**config.mk**
```make
export PLATFORM = sky130hd
export DESIGN_NAME = uart_ctl
export DESIGN_NICKNAME = d
export VERILOG_FILES = /design/src/rtl/uart_pkg.sv /design/src/rtl/uart_rx.sv /design/src/rtl/uart_ctl.sv
export SDC_FILE = /design/constraint.sdc
export NUM_CORES = 1
export LEC_CHECK = 0
export BUFFER_PORTS_ARGS = -buffer_cell sky130_fd_sc_hd__buf_2
export CAP_MARGIN = 20
export CORE_UTILIZATION = 50
export DETAILED_ROUTE_END_ITERATION = 10
export GPL_TIMING_DRIVEN = 0
export PLACE_DENSITY = 0.64
export SLEW_MARGIN = 20
export SYNTH_ARGS = -nofsm -noshare
export SYNTH_HDL_FRONTEND = slang
export SYNTH_SLANG_ARGS = --single-unit
```
**constraint.sdc**
```tcl
create_clock -name clk -period 4.69 [get_ports clk]
set_input_delay 0.469 -clock clk [delete_from_list [all_inputs] [get_ports clk]]
set_output_delay 0.469 -clock clk [all_outputs]
set_load 0.005 [all_outputs]
```
**src/rtl/uart_pkg.sv**
```systemverilog
// uart_pkg -- shared state encodings and frame constants for the UART responder.
// Revision 1.0
`default_nettype none

package uart_pkg;

   typedef enum logic [1:0] {
      IDLE    = 2'd0,
      TX_RUN  = 2'd1,
      RX_WAIT = 2'd2,
      DONE    = 2'd3
   } ctl_state_t;

   typedef enum logic [1:0] {
      RX_IDLE  = 2'd0,
      RX_START = 2'd1,
      RX_DATA  = 2'd2,
      RX_STOP  = 2'd3
   } rx_state_t;

   localparam logic START_BIT = 1'b0;
   localparam logic STOP_BIT  = 1'b1;
   localparam int   DATA_BITS = 8;

   localparam logic RORS_SEND = 1'b1;
   localparam logic RORS_RECV = 1'b0;

endpackage

`default_nettype wire

```
**src/rtl/uart_rx.sv**
```systemverilog
// uart_rx -- free-running 8N1 receiver with input synchroniser and glitch rejection.
// Revision 1.0
`default_nettype none

module uart_rx
   import uart_pkg::*;
#(
   parameter int CLK_PER_BIT = 868
) (
   input  logic       clk,
   input  logic       rstn,
   input  logic       rxd,
   output logic [7:0] data,
   output logic       push,
   output logic       ferr
);

   localparam int             CW        = $clog2(CLK_PER_BIT);
   localparam logic [CW-1:0]  HALF_LAST = CW'(CLK_PER_BIT / 2 - 1);
   localparam logic [CW-1:0]  BIT_LAST  = CW'(CLK_PER_BIT - 1);
   localparam logic [2:0]     DATA_LAST = 3'(DATA_BITS - 1);

   rx_state_t       state, state_nx;
   logic            sync1, sync2, sync_q;
   logic [CW-1:0]   cnt, cnt_nx;
   logic [2:0]      bitn, bitn_nx;
   logic [7:0]      shreg, shreg_nx;
   logic            push_nx, ferr_nx;

   assign data = shreg;

   always_ff @(posedge clk or negedge rstn) begin
      if (!rstn) begin
         sync1  <= 1'b1;
         sync2  <= 1'b1;
         sync_q <= 1'b1;
         state  <= RX_IDLE;
         cnt    <= '0;
         bitn   <= '0;
         shreg  <= '0;
         push   <= 1'b0;
         ferr   <= 1'b0;
      end else begin
         sync1  <= rxd;
         sync2  <= sync1;
         sync_q <= sync2;
         state  <= state_nx;
         cnt    <= cnt_nx;
         bitn   <= bitn_nx;
         shreg  <= shreg_nx;
         push   <= push_nx;
         ferr   <= ferr_nx;
      end
   end

   always_comb begin
      state_nx = state;
      cnt_nx   = cnt + 1'b1;
      bitn_nx  = bitn;
      shreg_nx = shreg;
      push_nx  = 1'b0;
      ferr_nx  = 1'b0;
      case (state)
         RX_IDLE: begin
            cnt_nx = '0;
            // Edge, not level: a line left low by a bad stop bit must not re-trigger
            if (sync_q && !sync2) state_nx = RX_START;
         end
         RX_START: begin
            if (cnt == HALF_LAST) begin
               cnt_nx   = '0;
               bitn_nx  = '0;
               state_nx = (sync2 == START_BIT) ? RX_DATA : RX_IDLE;
            end
         end
         RX_DATA: begin
            if (cnt == BIT_LAST) begin
               cnt_nx   = '0;
               shreg_nx = {sync2, shreg[7:1]};
               bitn_nx  = bitn + 1'b1;
               if (bitn == DATA_LAST) state_nx = RX_STOP;
            end
         end
         RX_STOP: begin
            if (cnt == BIT_LAST) begin
               state_nx = RX_IDLE;
               if (sync2 == STOP_BIT) push_nx = 1'b1;
               else                   ferr_nx = 1'b1;
            end
         end
         default: state_nx = RX_IDLE;
      endcase
   end

endmodule

`default_nettype wire

```
**src/rtl/uart_ctl.sv**
```systemverilog
// uart_ctl -- byte-I/O responder: 8N1 transmitter, receive FIFO and request/done control FSM.
// Revision 1.0
`default_nettype none

module uart_ctl
   import uart_pkg::*;
#(
   parameter int CLK_PER_BIT = 868,
   parameter int RX_DEPTH    = 4
) (
   input  logic       clk,
   input  logic       rstn,
   input  logic       uart_go,
   input  logic       rors,
   input  logic [7:0] tx_byte,
   output logic [7:0] rx_byte,
   output logic       uart_done,
   output logic       txd,
   input  logic       rxd,
   output logic       frame_err,
   output logic       overrun
);

   localparam int             AW         = $clog2(RX_DEPTH);
   localparam int             CW         = $clog2(CLK_PER_BIT);
   localparam int             FRAME_BITS = DATA_BITS + 2;
   localparam logic [CW-1:0]  BAUD_LAST  = CW'(CLK_PER_BIT - 1);
   localparam logic [3:0]     LAST_BIT   = 4'(FRAME_BITS - 1);

   ctl_state_t              state, state_nx;
   logic [FRAME_BITS-1:0]   tx_sh;
   logic [3:0]              bit_cnt;
   logic [CW-1:0]           baud;
   logic                    done_nx, tx_load, tx_shift, pop;

   logic [7:0]              mem [RX_DEPTH];
   logic [AW:0]             wr_ptr, rd_ptr;
   logic                    fifo_empty, fifo_full, push_ok;

   logic [7:0]              rx_data;
   logic                    rx_push, rx_ferr;

   uart_rx #(
      .CLK_PER_BIT (CLK_PER_BIT)
   ) u_rx (
      .clk  (clk),
      .rstn (rstn),
      .rxd  (rxd),
      .data (rx_data),
      .push (rx_push),
      .ferr (rx_ferr)
   );

   // The shifter resets to all ones, so txd is idle-high the instant reset asserts
   assign txd = tx_sh[0];

   assign fifo_empty = (wr_ptr == rd_ptr);
   assign fifo_full  = (wr_ptr[AW] != rd_ptr[AW]) && (wr_ptr[AW-1:0] == rd_ptr[AW-1:0]);
   assign push_ok    = rx_push && (!fifo_full || pop);

   always_ff @(posedge clk or negedge rstn) begin
      if (!rstn) state <= IDLE;
      else       state <= state_nx;
   end

   always_comb begin
      state_nx = state;
      done_nx  = 1'b0;
      tx_load  = 1'b0;
      tx_shift = 1'b0;
      pop      = 1'b0;
      case (state)
         IDLE: begin
            if (uart_go) begin
               if (rors == RORS_SEND) begin
                  tx_load  = 1'b1;
                  state_nx = TX_RUN;
               end else begin
                  state_nx = RX_WAIT;
               end
            end
         end
         TX_RUN: begin
            if (baud == BAUD_LAST) begin
               if (bit_cnt == LAST_BIT) begin
                  done_nx  = 1'b1;
                  state_nx = DONE;
               end else begin
                  tx_shift = 1'b1;
               end
            end
         end
         RX_WAIT: begin
            if (!fifo_empty) begin
               pop      = 1'b1;
               done_nx  = 1'b1;
               state_nx = DONE;
            end
         end
         DONE: begin
            if (!uart_go) state_nx = IDLE;
         end
         default: state_nx = IDLE;
      endcase
   end

   always_ff @(posedge clk or negedge rstn) begin
      if (!rstn) begin
         tx_sh     <= '1;
         bit_cnt   <= '0;
         baud      <= '0;
         uart_done <= 1'b0;
      end else begin
         uart_done <= done_nx;
         if (tx_load) begin
            tx_sh   <= {STOP_BIT, tx_byte, START_BIT};
            bit_cnt <= '0;
            baud    <= '0;
         end else if (state == TX_RUN) begin
            baud <= (baud == BAUD_LAST) ? '0 : baud + 1'b1;
            if (tx_shift) begin
               tx_sh   <= {STOP_BIT, tx_sh[FRAME_BITS-1:1]};
               bit_cnt <= bit_cnt + 1'b1;
            end
         end
      end
   end

   always_ff @(posedge clk) begin
      if (push_ok) mem[wr_ptr[AW-1:0]] <= rx_data;
   end

   always_ff @(posedge clk or negedge rstn) begin
      if (!rstn) begin
         wr_ptr    <= '0;
         rd_ptr    <= '0;
         rx_byte   <= '0;
         frame_err <= 1'b0;
         overrun   <= 1'b0;
      end else begin
         if (push_ok) wr_ptr <= wr_ptr + 1'b1;
         if (pop) begin
            rd_ptr  <= rd_ptr + 1'b1;
            rx_byte <= mem[rd_ptr[AW-1:0]];
         end
         if (rx_ferr)             frame_err <= 1'b1;
         if (rx_push && !push_ok) overrun   <= 1'b1;
      end
   end

endmodule

`default_nettype wire

```
==> qor.csv <==
stage;metric;value;unit
timing;headroom to the max-slew limit;35.7;%
timing;Worst Max-Slew Pin Slew;960;ps
die;die outline area;0.00959;mm^2
final_layout;fraction of final layout cells sized beyond drive strength 1;20.4;%
worst_setup_path;category of the worst setup path launch point;flop;
synth;Yosys Warn Count;0;
worst_setup_path;crit path kind;flop to flop;
synth;sequential-to-total area share from yosys stat;59.3;%
cts;cells resized by post-CTS repair;0;
run_status;failing checks;DRC;
worst_setup_path;R2R setup slack;2210;ps
placement;estimated wirelength of the detail-placed design;5160;um
synth;ys flop type;sky130_fd_sc_hd__dfrtp_1;
global_routing;number of antenna violations at the first check in global routing;0;
cts;Post-CTS Repair Setup Buffers;0;
cts;Hold-fix buffers, CTS;0;
synth;count of distinct cell types in the synthesized netlist;46;
global_routing;pin count of the biggest net entering global routing;37;
job;max-cap violations;0;
route;Routed WL;7520;um
route;drt via density;5.25;
die;horizontal extent of the die;97.9;um
timing;portion of the clock cycle consumed by the worst path in the final layout;52.8;%
worst_setup_path;worst endpoint data arrival time;2480;ps
synth;mean area per synthesized cell;13.1;um^2
timing;final hold vios;0;
timing;setup violators final;0;
cts;maximum buffer depth of the clock tree;2;
cts;clock tree from TritonCTS;built;
power_and_ir_drop;worst-case vdd ir drop;0.205;mV
timing;shortest period the worst path allows;2480;ps
synth;async set-or-reset flop fraction in the synthesized netlist;68.6;%
timing;final setup margin;2210;ps
final_layout;layout overhead on the synthesized area;11.0;%
timing;number of max-slew violations in the final report;0;
final_layout;count of filler cells inserted in the layout;727;
placement;setup slack at placement;2180;ps
final_layout;final standard cell count with taps included and fillers excluded;501;
hold_path;class of the most critical hold timing path;input pin to async pin;
placement;count of input and output buffers;24;
die;initial core utilization;52.2;%
power_and_ir_drop;power density normalized to cell area;421;mW/mm^2
worst_setup_path;capture point of the worst reg-to-reg path;mem[3][7];
die;boundary pin count;25;
route;number of vias in the routed layout;2632;
worst_setup_path;crit end category;flop;
worst_setup_path;startpoint of the lowest-slack register-to-register path;rd_ptr[0];
route;First-pass DRT Iterations;7;
cts;# H-tree levels;3;
cts;total CTS buffers;9;
worst_setup_path;data required time at the worst endpoint;4690;ps
synth;count of flip-flops with a built-in enable after synthesis;32;
timing;Max Freq;403;MHz
run_status;result of the run;finished with violations;
synth;post-synth net total;387;
timing;Total Negative Setup Slacks;0;ps
power_and_ir_drop;leakage power;2.20;nW
timing;final clock skew;16.9;ps
route;count of routing violations after the opening detailed-route iteration;79;
final_layout;Antenna Cells;0;
die;core footprint;0.00881;mm^2
cts;clock latency reported for the late side of the worst-skew pair;380;ps
synth;number of register bits inferred by synthesis;102;
power_and_ir_drop;overall power after layout;2.15;mW
route;post-detailed-route DRC marker count;1;
global_routing;vias in the first global route;2718;
route;Antenna Nets Post-Route;0;
worst_setup_path;worst reg2reg path depth;6;
placement;weighted congestion reported at the end of routability-driven placement;0.769;
die;Cell Rows;34;
cts;TritonCTS Sinks;102;
global_routing;grt total ovfl;0;
route;WL/cell;15.0;um
synth;Syn Inst Count;352;
timing;unrepaired setup endpoints after global routing;no;
cts;cell chosen for the clock root;sky130_fd_sc_hd__clkbuf_8;
placement;instance count after placement with tap cells included;485;
worst_setup_path;critical path peak fanout;10;
global_routing;first-pass GRT wire length;13200;um
cts;clock slew at the register clock pins of the worst setup and hold paths;110;ps
global_routing;combined global-route utilization of all metal layers;17.5;%
synth;netlist area before placement;0.00460;mm^2
final_layout;nets;423;
die;height of the chip;97.9;um
-- Yosys cell counts, types with 2 or more instances --
| library cell | count | area, um^2 |
|---|---|---|
| sky130_fd_sc_hd__mux2_1 | 11 | 124 |
| sky130_fd_sc_hd__nand3b_1 | 3 | 22.5 |
| sky130_fd_sc_hd__nand3_1 | 8 | 40.0 |
| sky130_fd_sc_hd__mux4_2 | 8 | 180 |
| sky130_fd_sc_hd__dfrtp_1 | 58 | 1450 |
| sky130_fd_sc_hd__inv_1 | 23 | 86.3 |
| sky130_fd_sc_hd__o21ai_0 | 6 | 30.0 |
| sky130_fd_sc_hd__mux2i_1 | 15 | 150 |
| sky130_fd_sc_hd__a21oi_1 | 2 | 10.0 |
| sky130_fd_sc_hd__o21ai_1 | 12 | 60.1 |
| sky130_fd_sc_hd__nand2b_1 | 3 | 18.8 |
| sky130_fd_sc_hd__a21o_1 | 6 | 45.0 |
| sky130_fd_sc_hd__nor2b_1 | 2 | 12.5 |
| sky130_fd_sc_hd__or2_2 | 2 | 12.5 |
| sky130_fd_sc_hd__nor3_1 | 7 | 35.0 |
| sky130_fd_sc_hd__dfstp_2 | 12 | 315 |
| sky130_fd_sc_hd__buf_2 | 3 | 15.0 |
| sky130_fd_sc_hd__nor2_1 | 23 | 86.3 |
| sky130_fd_sc_hd__nor4bb_1 | 2 | 20.0 |
| sky130_fd_sc_hd__xnor2_1 | 13 | 114 |
| sky130_fd_sc_hd__and3_1 | 8 | 50.1 |
| sky130_fd_sc_hd__mux2_2 | 9 | 101 |
| sky130_fd_sc_hd__nor4_1 | 2 | 12.5 |
| sky130_fd_sc_hd__ha_1 | 22 | 275 |
| sky130_fd_sc_hd__edfxtp_1 | 32 | 961 |
| sky130_fd_sc_hd__nand4_1 | 3 | 18.8 |
| sky130_fd_sc_hd__a31oi_1 | 2 | 12.5 |
| sky130_fd_sc_hd__clkbuf_1 | 6 | 22.5 |
| sky130_fd_sc_hd__xor2_1 | 7 | 61.3 |
| sky130_fd_sc_hd__nand2_1 | 22 | 82.6 |
| sky130_fd_sc_hd__nor3b_1 | 5 | 37.5 |
-- layout by cell type (no fill, tap or decap), types with 13 or more instances in the layout --
cell / synthesis / layout
sky130_fd_sc_hd__dfrtp_1: 58 / 58
sky130_fd_sc_hd__edfxtp_1: 32 / 32
sky130_fd_sc_hd__buf_2: 3 / 26
sky130_fd_sc_hd__inv_1: 23 / 23
sky130_fd_sc_hd__nor2_1: 23 / 23
sky130_fd_sc_hd__nand2_1: 22 / 22
sky130_fd_sc_hd__ha_1: 22 / 22
sky130_fd_sc_hd__mux2i_1: 15 / 15
sky130_fd_sc_hd__xnor2_1: 13 / 13
-- power breakdown --
part | total [mW] | switching [mW] | internal (mW)
Combinational | 0.439 | 0.255 | 0.183
Sequential | 1.12 | 0.0858 | 1.04
Clock | 0.590 | 0.365 | 0.225
Total | 2.15 | 0.706 | 1.45
-- critical path, stage by stage, from the launching register on --
cell and delay (ps):
sky130_fd_sc_hd__dfrtp_1 360, sky130_fd_sc_hd__buf_2 340, sky130_fd_sc_hd__xnor2_1 130, sky130_fd_sc_hd__and4_1 220, sky130_fd_sc_hd__nand2b_1 140, sky130_fd_sc_hd__clkbuf_1 160
sky130_fd_sc_hd__nor2_1 750
-- metrics by stage --
stage	util (%)	hold WS, ps	instance area, um^2
final	58.0	35.5	5110
after detailed placement	55.4	349	4880
after floorplan	-	173	4600
after CTS	58.0	44.3	5110
after global placement	55.1	346	4860
after global routing	58.0	62.2	5110
-- area by class of cell --
cell class / count / area, um^2 / share of cell area [%]
Sequential cell: 102 / 2730 / 53.4
Multi-Input combinational cell: 215 / 1720 / 33.7
Timing Repair Buffer: 25 / 143 / 2.79
Tap cell: 108 / 135 / 2.65
Clock buffer: 9 / 124 / 2.43
Clock inverter: 7 / 104 / 2.03
Inverter: 24 / 90.1 / 1.76
Buffer: 11 / 62.6 / 1.23
-- worst max-delay path by stage --
stage,from,endpoint,slack (ps)
floorplan,rd_ptr[0],mem[3][0],2680
global placement,rd_ptr[0],mem[3][2],2200
detailed placement,rd_ptr[0],mem[3][2],2180
CTS,rd_ptr[0],mem[3][7],2150
global route,rd_ptr[0],mem[3][7],1990
finish,rd_ptr[0],mem[3][7],2210
-- registers in the layout (all words and copies together) (netlist names), 2 cells and up, named ones only --
signal	flops
u_rx.bitn	3
baud	10
rd_ptr	3
wr_ptr	3
rx_byte	8
state	2
mem	32
tx_sh	9
bit_cnt	4
u_rx.data	8
u_rx.cnt	10
-- kinds of logic (layout without fill, tap and decap cells) --
kind of cell    count (synthesis)  after routing  share of synthesized area, %
xor+xnor                       20             20                          3.81
fa+ha+maj                      22             22                          5.98
buf+inv                        35             76                          3.32
compound gates                 33             33                          4.38
mux                            43             43                          12.1
flops                         102            102                          59.3
simple gates                   97             97                          11.2
-- layer usage --
layer	up-vias	GRT usage [%]	wire, um
met5	-	0	0
met3	7	4.51	183
met2	23	29.6	3770
li1	1309	-	-
met4	0	3.85	57
met1	1293	23.0	3510
(Power assumes the default switching activity.)
